[config.mk]
export PLATFORM = sky130hd
export DESIGN_NAME = data_ram_arbiter_flat
export DESIGN_NICKNAME = d
export VERILOG_FILES = /design/src/rtl/data_ram_arbiter_if.sv /design/src/rtl/data_ram_arbiter.sv /design/src/flat_wrapper.sv
export SDC_FILE = /design/constraint.sdc
export NUM_CORES = 1
export LEC_CHECK = 0
export ABC_AREA = 1
export CELL_PAD_IN_SITES_DETAIL_PLACEMENT = 1
export CELL_PAD_IN_SITES_GLOBAL_PLACEMENT = 1
export CORE_ASPECT_RATIO = 0.5
export CORE_MARGIN = 2
export CORE_UTILIZATION = 13
export CTS_BUF_LIST = sky130_fd_sc_hd__clkbuf_4 sky130_fd_sc_hd__clkbuf_8 sky130_fd_sc_hd__clkbuf_16
export CTS_CLUSTER_SIZE = 10
export DETAILED_ROUTE_END_ITERATION = 10
export GPL_TIMING_DRIVEN = 1
export HOLD_SLACK_MARGIN = 0.02
export PLACE_DENSITY = 0.86
export SETUP_SLACK_MARGIN = 0.3
export SLEW_MARGIN = 25
export SYNTH_ARGS = -nofsm -noshare
export SYNTH_HDL_FRONTEND = slang
export SYNTH_SLANG_ARGS = --single-unit
[constraint.sdc]
create_clock -name clk -period 1.61 [get_ports clk]
set_clock_uncertainty 0.2 [all_clocks]
set_input_delay 0.322 -clock clk [delete_from_list [all_inputs] [get_ports clk]]
set_output_delay 0.322 -clock clk [all_outputs]
set_load 0.01 [all_outputs]
[src/rtl/data_ram_arbiter_if.sv]
// ----------------------------------------------------------------------------
// data_ram_arbiter_if: CPU, auxiliary and RAM-side bus of the data RAM arbiter.
// Revision: 1.0
// ----------------------------------------------------------------------------
`default_nettype none

interface data_ram_arbiter_if #(
  parameter int ADDR_W = 16,
  parameter int DATA_W = 16
);
  logic              cpu_req;
  logic              cpu_we;
  logic [ADDR_W-1:0] cpu_addr;
  logic [DATA_W-1:0] cpu_wdata;
  logic [DATA_W-1:0] cpu_rdata;
  logic              cpu_rvalid;
  logic              cpu_stall;

  logic              aux_req;
  logic              aux_we;
  logic [ADDR_W-1:0] aux_addr;
  logic [DATA_W-1:0] aux_wdata;
  logic              aux_gnt;
  logic [DATA_W-1:0] aux_rdata;
  logic              aux_rvalid;

  logic [ADDR_W-1:0] ram_address;
  logic [DATA_W-1:0] ram_data;
  logic              ram_wren;
  logic [DATA_W-1:0] ram_q;

  // Requesters and the RAM instance together form the master side.
  modport master (
    output cpu_req, cpu_we, cpu_addr, cpu_wdata,
    input  cpu_rdata, cpu_rvalid, cpu_stall,
    output aux_req, aux_we, aux_addr, aux_wdata,
    input  aux_gnt, aux_rdata, aux_rvalid,
    input  ram_address, ram_data, ram_wren,
    output ram_q
  );

  modport slave (
    input  cpu_req, cpu_we, cpu_addr, cpu_wdata,
    output cpu_rdata, cpu_rvalid, cpu_stall,
    input  aux_req, aux_we, aux_addr, aux_wdata,
    output aux_gnt, aux_rdata, aux_rvalid,
    output ram_address, ram_data, ram_wren,
    input  ram_q
  );
endinterface

`default_nettype wire

[src/rtl/data_ram_arbiter.sv]
// ----------------------------------------------------------------------------
// data_ram_arbiter: shares a single-port sync-read RAM between the CPU memory
// stage (default priority) and one auxiliary requester with bounded wait.
// Revision: 1.0
// ----------------------------------------------------------------------------
`default_nettype none

module data_ram_arbiter #(
  parameter int ADDR_W       = 16,
  parameter int DATA_W       = 16,
  parameter int AUX_MAX_WAIT = 4
) (
  input  wire logic         clk,
  input  wire logic         reset,
  data_ram_arbiter_if.slave bus
);

  localparam logic [3:0] c_WAIT_MAX  = 4'(AUX_MAX_WAIT);
  localparam logic [3:0] c_WAIT_LAST = 4'(AUX_MAX_WAIT - 1);

  typedef enum logic [0:0] {
    CPU_PRI   = 1'b0,
    AUX_FORCE = 1'b1
  } state_t;

  state_t            r_state;
  state_t            w_state_nxt;
  logic [3:0]        r_wait_cnt;
  logic              r_cpu_rvalid;
  logic              r_aux_rvalid;
  logic              w_grant_cpu;
  logic              w_grant_aux;
  logic [ADDR_W-1:0] w_ram_address;
  logic [DATA_W-1:0] w_ram_data;
  logic              w_ram_wren;

  always_ff @(posedge clk or negedge reset) begin
    if (!reset) begin
      r_state <= CPU_PRI;
    end else begin
      r_state <= w_state_nxt;
    end
  end

  always_comb begin
    w_state_nxt = r_state;
    w_grant_cpu = 1'b0;
    w_grant_aux = 1'b0;
    case (r_state)
      CPU_PRI: begin
        w_grant_cpu = bus.cpu_req;
        w_grant_aux = bus.aux_req & ~bus.cpu_req;
        if (bus.aux_req && !w_grant_aux && (r_wait_cnt == c_WAIT_LAST)) begin
          w_state_nxt = AUX_FORCE;
        end
      end
      AUX_FORCE: begin
        // Exactly one cycle of aux priority, whether or not aux still asks.
        w_grant_aux = bus.aux_req;
        w_grant_cpu = bus.cpu_req & ~bus.aux_req;
        w_state_nxt = CPU_PRI;
      end
      default: begin
        w_state_nxt = CPU_PRI;
      end
    endcase
  end

  always_comb begin
    w_ram_address = bus.cpu_addr;
    w_ram_data    = bus.cpu_wdata;
    w_ram_wren    = w_grant_cpu & bus.cpu_we;
    if (w_grant_aux) begin
      w_ram_address = bus.aux_addr;
      w_ram_data    = bus.aux_wdata;
      w_ram_wren    = bus.aux_we;
    end
  end

  always_ff @(posedge clk or negedge reset) begin
    if (!reset) begin
      r_wait_cnt   <= 4'd0;
      r_cpu_rvalid <= 1'b0;
      r_aux_rvalid <= 1'b0;
    end else begin
      r_cpu_rvalid <= w_grant_cpu & ~bus.cpu_we;
      r_aux_rvalid <= w_grant_aux & ~bus.aux_we;
      if (!bus.aux_req || w_grant_aux) begin
        r_wait_cnt <= 4'd0;
      end else if (r_wait_cnt != c_WAIT_MAX) begin
        r_wait_cnt <= r_wait_cnt + 4'd1;
      end
    end
  end

  assign bus.aux_gnt     = w_grant_aux;
  assign bus.cpu_stall   = bus.cpu_req & ~w_grant_cpu;
  assign bus.ram_address = w_ram_address;
  assign bus.ram_data    = w_ram_data;
  assign bus.ram_wren    = w_ram_wren;
  assign bus.cpu_rvalid  = r_cpu_rvalid;
  assign bus.aux_rvalid  = r_aux_rvalid;
  assign bus.cpu_rdata   = bus.ram_q;
  assign bus.aux_rdata   = bus.ram_q;

endmodule

`default_nettype wire
[src/flat_wrapper.sv]
// flat-port wrapper written by rule: the top's interface ports become plain ports
module data_ram_arbiter_flat 
#(
  parameter int ADDR_W       = 16,
  parameter int DATA_W       = 16,
  parameter int AUX_MAX_WAIT = 4
)
  (clk, reset, bus_cpu_req, bus_cpu_we, bus_cpu_addr, bus_cpu_wdata, bus_cpu_rdata, bus_cpu_rvalid, bus_cpu_stall, bus_aux_req, bus_aux_we, bus_aux_addr, bus_aux_wdata, bus_aux_gnt, bus_aux_rdata, bus_aux_rvalid, bus_ram_address, bus_ram_data, bus_ram_wren, bus_ram_q);
  data_ram_arbiter_if #(.ADDR_W(ADDR_W), .DATA_W(DATA_W)) bus_i ();
  input  wire logic clk;
  input  wire logic reset;
  input wire logic [$bits(bus_i.cpu_req)-1:0] bus_cpu_req;
  input wire logic [$bits(bus_i.cpu_we)-1:0] bus_cpu_we;
  input wire logic [$bits(bus_i.cpu_addr)-1:0] bus_cpu_addr;
  input wire logic [$bits(bus_i.cpu_wdata)-1:0] bus_cpu_wdata;
  output wire logic [$bits(bus_i.cpu_rdata)-1:0] bus_cpu_rdata;
  output wire logic [$bits(bus_i.cpu_rvalid)-1:0] bus_cpu_rvalid;
  output wire logic [$bits(bus_i.cpu_stall)-1:0] bus_cpu_stall;
  input wire logic [$bits(bus_i.aux_req)-1:0] bus_aux_req;
  input wire logic [$bits(bus_i.aux_we)-1:0] bus_aux_we;
  input wire logic [$bits(bus_i.aux_addr)-1:0] bus_aux_addr;
  input wire logic [$bits(bus_i.aux_wdata)-1:0] bus_aux_wdata;
  output wire logic [$bits(bus_i.aux_gnt)-1:0] bus_aux_gnt;
  output wire logic [$bits(bus_i.aux_rdata)-1:0] bus_aux_rdata;
  output wire logic [$bits(bus_i.aux_rvalid)-1:0] bus_aux_rvalid;
  output wire logic [$bits(bus_i.ram_address)-1:0] bus_ram_address;
  output wire logic [$bits(bus_i.ram_data)-1:0] bus_ram_data;
  output wire logic [$bits(bus_i.ram_wren)-1:0] bus_ram_wren;
  input wire logic [$bits(bus_i.ram_q)-1:0] bus_ram_q;
  assign bus_i.cpu_req = bus_cpu_req;
  assign bus_i.cpu_we = bus_cpu_we;
  assign bus_i.cpu_addr = bus_cpu_addr;
  assign bus_i.cpu_wdata = bus_cpu_wdata;
  assign bus_cpu_rdata = bus_i.cpu_rdata;
  assign bus_cpu_rvalid = bus_i.cpu_rvalid;
  assign bus_cpu_stall = bus_i.cpu_stall;
  assign bus_i.aux_req = bus_aux_req;
  assign bus_i.aux_we = bus_aux_we;
  assign bus_i.aux_addr = bus_aux_addr;
  assign bus_i.aux_wdata = bus_aux_wdata;
  assign bus_aux_gnt = bus_i.aux_gnt;
  assign bus_aux_rdata = bus_i.aux_rdata;
  assign bus_aux_rvalid = bus_i.aux_rvalid;
  assign bus_ram_address = bus_i.ram_address;
  assign bus_ram_data = bus_i.ram_data;
  assign bus_ram_wren = bus_i.ram_wren;
  assign bus_i.ram_q = bus_ram_q;
  data_ram_arbiter #(.ADDR_W(ADDR_W), .DATA_W(DATA_W), .AUX_MAX_WAIT(AUX_MAX_WAIT)) u_core (.clk(clk), .reset(reset), .bus(bus_i));
endmodule
After elaboration in Yosys (flattened, before gate mapping). Cells that the tools add are included.

Output and inout bits: 69. Input port bits: 86. Logic and storage cells: 34. Flip-flop bits (word level): 7.

Bitwise operators: 12. Muxes and demuxes: 9. Equal/unequal tests: 2. Reduce and logical (&&, ||, !) cells: 6. Add/sub/neg operators: 1.

Operators with widths (number): 2-to-1 mux 16 bit (2); 2-to-1 mux 4 bit (2); bitwise AND 1 bit (6); inverter 1 bit (6); one-hot mux 1 bit (2 select lines) (3); adder 4 x 1 -> 4 bit (second input constant) (1); equality test 4 x 2 -> 1 bit (second input constant) (1); inequality test 4 x 3 -> 1 bit (second input constant) (1); logical AND 1 bit (2); zero test 1 bit (2); 2-to-1 mux 1 bit (2); nonzero test 2 bit (1); logical OR 1 bit (1).

Logic depth before layout (Yosys ltp).
Depth in word-level cells: 7. Depth in mapped cells: 7. Mapped depth without buffers: 6.

Worst setup path before layout. No wires, ideal clock.

Path type: register to output. Start point: register u_core.r_state. End point: output port bus_ram_data[10]. Cell stages (with the launch flop): 8. Setup slack: 179 ps. Buffers on the path: 1. Arrival time: 909 ps. Data required time: 1088 ps. Cell sequence: dfrtp_1 -> inv_1 -> nand2_4 -> nand2_8 -> inv_6 -> buf_8 -> nand2_2 -> nand2_1.

Word-level cells in the longest chain between the ends: 3.

RTL lines: start: declaration (line data_ram_arbiter.sv:26) `state_t r_state;`; start signal: assignment (line data_ram_arbiter.sv:41) `r_state <= w_state_nxt;`; inverter 1 bit (line data_ram_arbiter.sv:49) `case (r_state)`; one-hot mux 1 bit (2 select lines) (*) (line data_ram_arbiter.sv:49); via bus_aux_gnt (line flat_wrapper.sv:23) `output wire logic [$bits(bus_i.aux_gnt)-1:0] bus_aux_gnt;`; 2-to-1 mux 16 bit (*) (line data_ram_arbiter.sv:73) `if (w_grant_aux) begin`; end: declaration (line flat_wrapper.sv:27) `output wire logic [$bits(bus_i.ram_data)-1:0] bus_ram_data;`.

The timed path passes the listed nets; every way through them passes the cells marked *.

Worst setup path in the final report.
Start point: register u_core.r_state. End point: output port bus_ram_data[14].

Word-level cells in the longest chain between the ends: 3.

RTL lines (line): inverter 1 bit (data_ram_arbiter.sv:49); one-hot mux 1 bit (2 select lines) (*) (data_ram_arbiter.sv:49); 2-to-1 mux 16 bit (*) (data_ram_arbiter.sv:73).

Every way passes the cells marked *; elsewhere a longest branch is shown, timed or not.

==> impl_metrics.yaml <==
grt:
  grt_pass1_vias: 1382
  grt_overflow: 0
  grt_start_max_net_pins: 12
  grtUsageTotal_pct: 9.53
  grt_antenna_before_repair: 0
  grt_pass1_wl_mm: 7.02
pwr:
  combinationalPowerShare_pct: 46.7
  p_switching_mw: 0.307
  power_mw: 1.16
  cellInternalPower_mw: 0.852
  power_frac_seq_pct: 16.1
  p_leak_nw: 1.14
  swShare_pct: 26.5
  powerDensity_mw_per_mm2: 499
  ir_drop_mv: 0.274
  clkPwrFrac_pct: 37.2
sta:
  period_share_pct: 113
  finalCriticalPeriod_ns: 1.83
  finalHoldViolCount: 0
  max_freq_mhz: 547
  slew_viol_final: 0
  fin_ws_ns: -0.217
  slew_headroom_pct: 79.3
  fin_tns_setup_ns: -6.34
  worstMarginPinSlew_ns: 0.309
  setup_viol: 34
  rsz0062_at_grt: "true"
  holdWs_ns: 0.153
flow_run:
  maxCapViolCount: 0
detailed_routing:
  final_antenna_net_count: 0
  drc: 0
  first_pass_iters: 4
  num_vias: 1379
  drtIter0Drc: 38
  viasPerCell: 3.57
  wire_per_inst_um: 12.4
  routed_wl_mm: 4.78
final_layout:
  syn2layout_area_growth_pct: 114
  fin_nets: 363
  fin_util_pct: 28.9
  fill_cells: 983
  fin_area_sq_mm: 0.00233
  final_cells: 386
  n_antenna_cell: 0
  drive_above_1_share_pct: 42.0
critical_path:
  crit_type: "register to output pin"
  arrival_ns: 1.31
  startpoint_type: "register"
  end_kind: "output pin"
  required_ns: 1.09
  crit_fanout: 5
placement:
  post-place-cells: 375
  place.gp.congestion: 0.741
  place_area_sq_mm: 0.00214
  port-buffer-count: 106
  hpwlAfterDp_mm: 3.96
  pre_cts_slack_ns: -0.813
worst_hold_path:
  hold_class: "input pin to async pin"
clock_tree:
  clock_latency_ns: 0.23
  cts_root_buffer: "clkbuf_16"
  clockBufferDepth: 2
  hold_buffers: 0
  cts_tree: "yes"
  clkSlewWorstSetupHoldPaths_ns: 0.03
  htreeDepth: 1
  clock_sinks: 7
  numCtsBuffers: 3
yosys:
  yosysMostFrequentCell: "nand2_1"
  synth_edf_count: 0
  syn_nets: 271
  synth_area_leaders: "nand2_1 (35%), buf_4 (24%), dfrtp_1 (16%)"
  syn_inst: 183
  synthDistinctLibCells: 18
  synth_area_sq_mm: 0.00109
  ys_ff_latch: 7
  synth_top_area_share_pct: 34.9
  yosys-top-cells-count: "nand2_1 (101), buf_4 (35), nand2_2 (9), dfrtp_1 (7), nand3_1 (7)"
  synth_warnings: 0
  syn_area_per_cell_sq_um: 5.94
  ys_seq_area_share_pct: 16.1
  synth-async-reset-ratio_pct: 100
  synth.largest_area_cell: "nand2_1"
  synthFlopType: "dfrtp_1"
status:
  violations: "negative setup slack"
  status: "finished with violations"
floorplan:
  initial_utilization_pct: 13.5
  core_sq_mm: 0.00806
  design.die.area_sq_mm: 0.00916
  fp.dieH_um: 68.7
  die_w_um: 133
  rows: 23
  pin_count: 155
power by group through the flow:
stage / Clock, mW / Combinational [mW] / Sequential (mW)
after detailed placement: 0 / 0.532 / 0.188
after global placement: 0 / 0.524 / 0.188
after CTS: 0.436 / 0.520 / 0.186
after global routing: 0.454 / 0.588 / 0.187
after floorplan: 0 / 0.248 / 0.188
final: 0.431 / 0.542 / 0.187
final cells by class:
type	count	area [sq um]	share of cell area (%)
Sequential cell	7	178	7.64
Multi-Input combinational cell	131	701	30.1
Tap cell	112	140	6.02
Clock buffer	4	82.6	3.55
Inverter	7	33.8	1.45
Timing Repair Buffer	125	1190	51.2
sequential cells by signal, summed over array words and instances, names as in the netlist:
name	count
u_core.bus.aux_rvalid	1
u_core.bus.cpu_rvalid	1
u_core.r_state	1
u_core.r_wait_cnt	4
cell usage in the layout (no fill, tap or decap), drive strengths merged:
master           n
buf             57
clkbuf           4
clkdlybuf4s15    1
clkdlybuf4s50   67
dfrtp            7
ha               2
inv              7
nand2          112
nand3            7
nand4            1
nor2             7
nor3             1
xor2             1
cell families after synthesis:
logic type	Yosys count	share of synthesized area [%]
xor gates and xnor gates	1	0.806
buffers and inverters	45	30.5
DFF	7	16.1
adders and majority gates	2	2.30
and+or+nand+nor	128	50.3
critical path, cell delays in order (launching register included):
cell	delay (ns)
dfrtp_1	0.35
inv_2	0.05
nand2_4	0.09
nand2_8	0.09
buf_4	0.14
buf_4	0.13
nand2_2	0.05
nand2_2	0.05
buf_6	0.11
routing by layer:
| layer | routed length, um | track usage [%] |
|---|---|---|
| met2 | 2680 | 18.1 |
| met4 | 51 | 2.39 |
| met3 | 207 | 2.19 |
| met1 | 1830 | 11.2 |
| met5 | 0 | 0 |
worst paths after layout:
path                                            from  slack (ns)  depth (start not counted)               endpoint
worst max-delay path                  u_core.r_state       -0.22                          8       bus_ram_data[14]
worst min-delay path                           reset        0.15                          1  u_core.bus.cpu_rvalid
worst max register to register        u_core.r_state        0.31                          6   u_core.r_wait_cnt[0]
worst min register to register  u_core.r_wait_cnt[1]        0.36                          2   u_core.r_wait_cnt[1]
max in group asynchronous                      reset        0.80                          1   u_core.r_wait_cnt[0]
min in group clk                         bus_aux_req        0.35                          4         u_core.r_state
what timing repair did:
action	4_1_cts	5_1_grt
endpoints found under the hold margin	0	0
setup buffers	5	1
resized for setup	184	27
setup endpoints to repair	44	39
pin swaps	5	10
cloned	1	0
No activity file was read; power rests on OpenSTA's default activity.
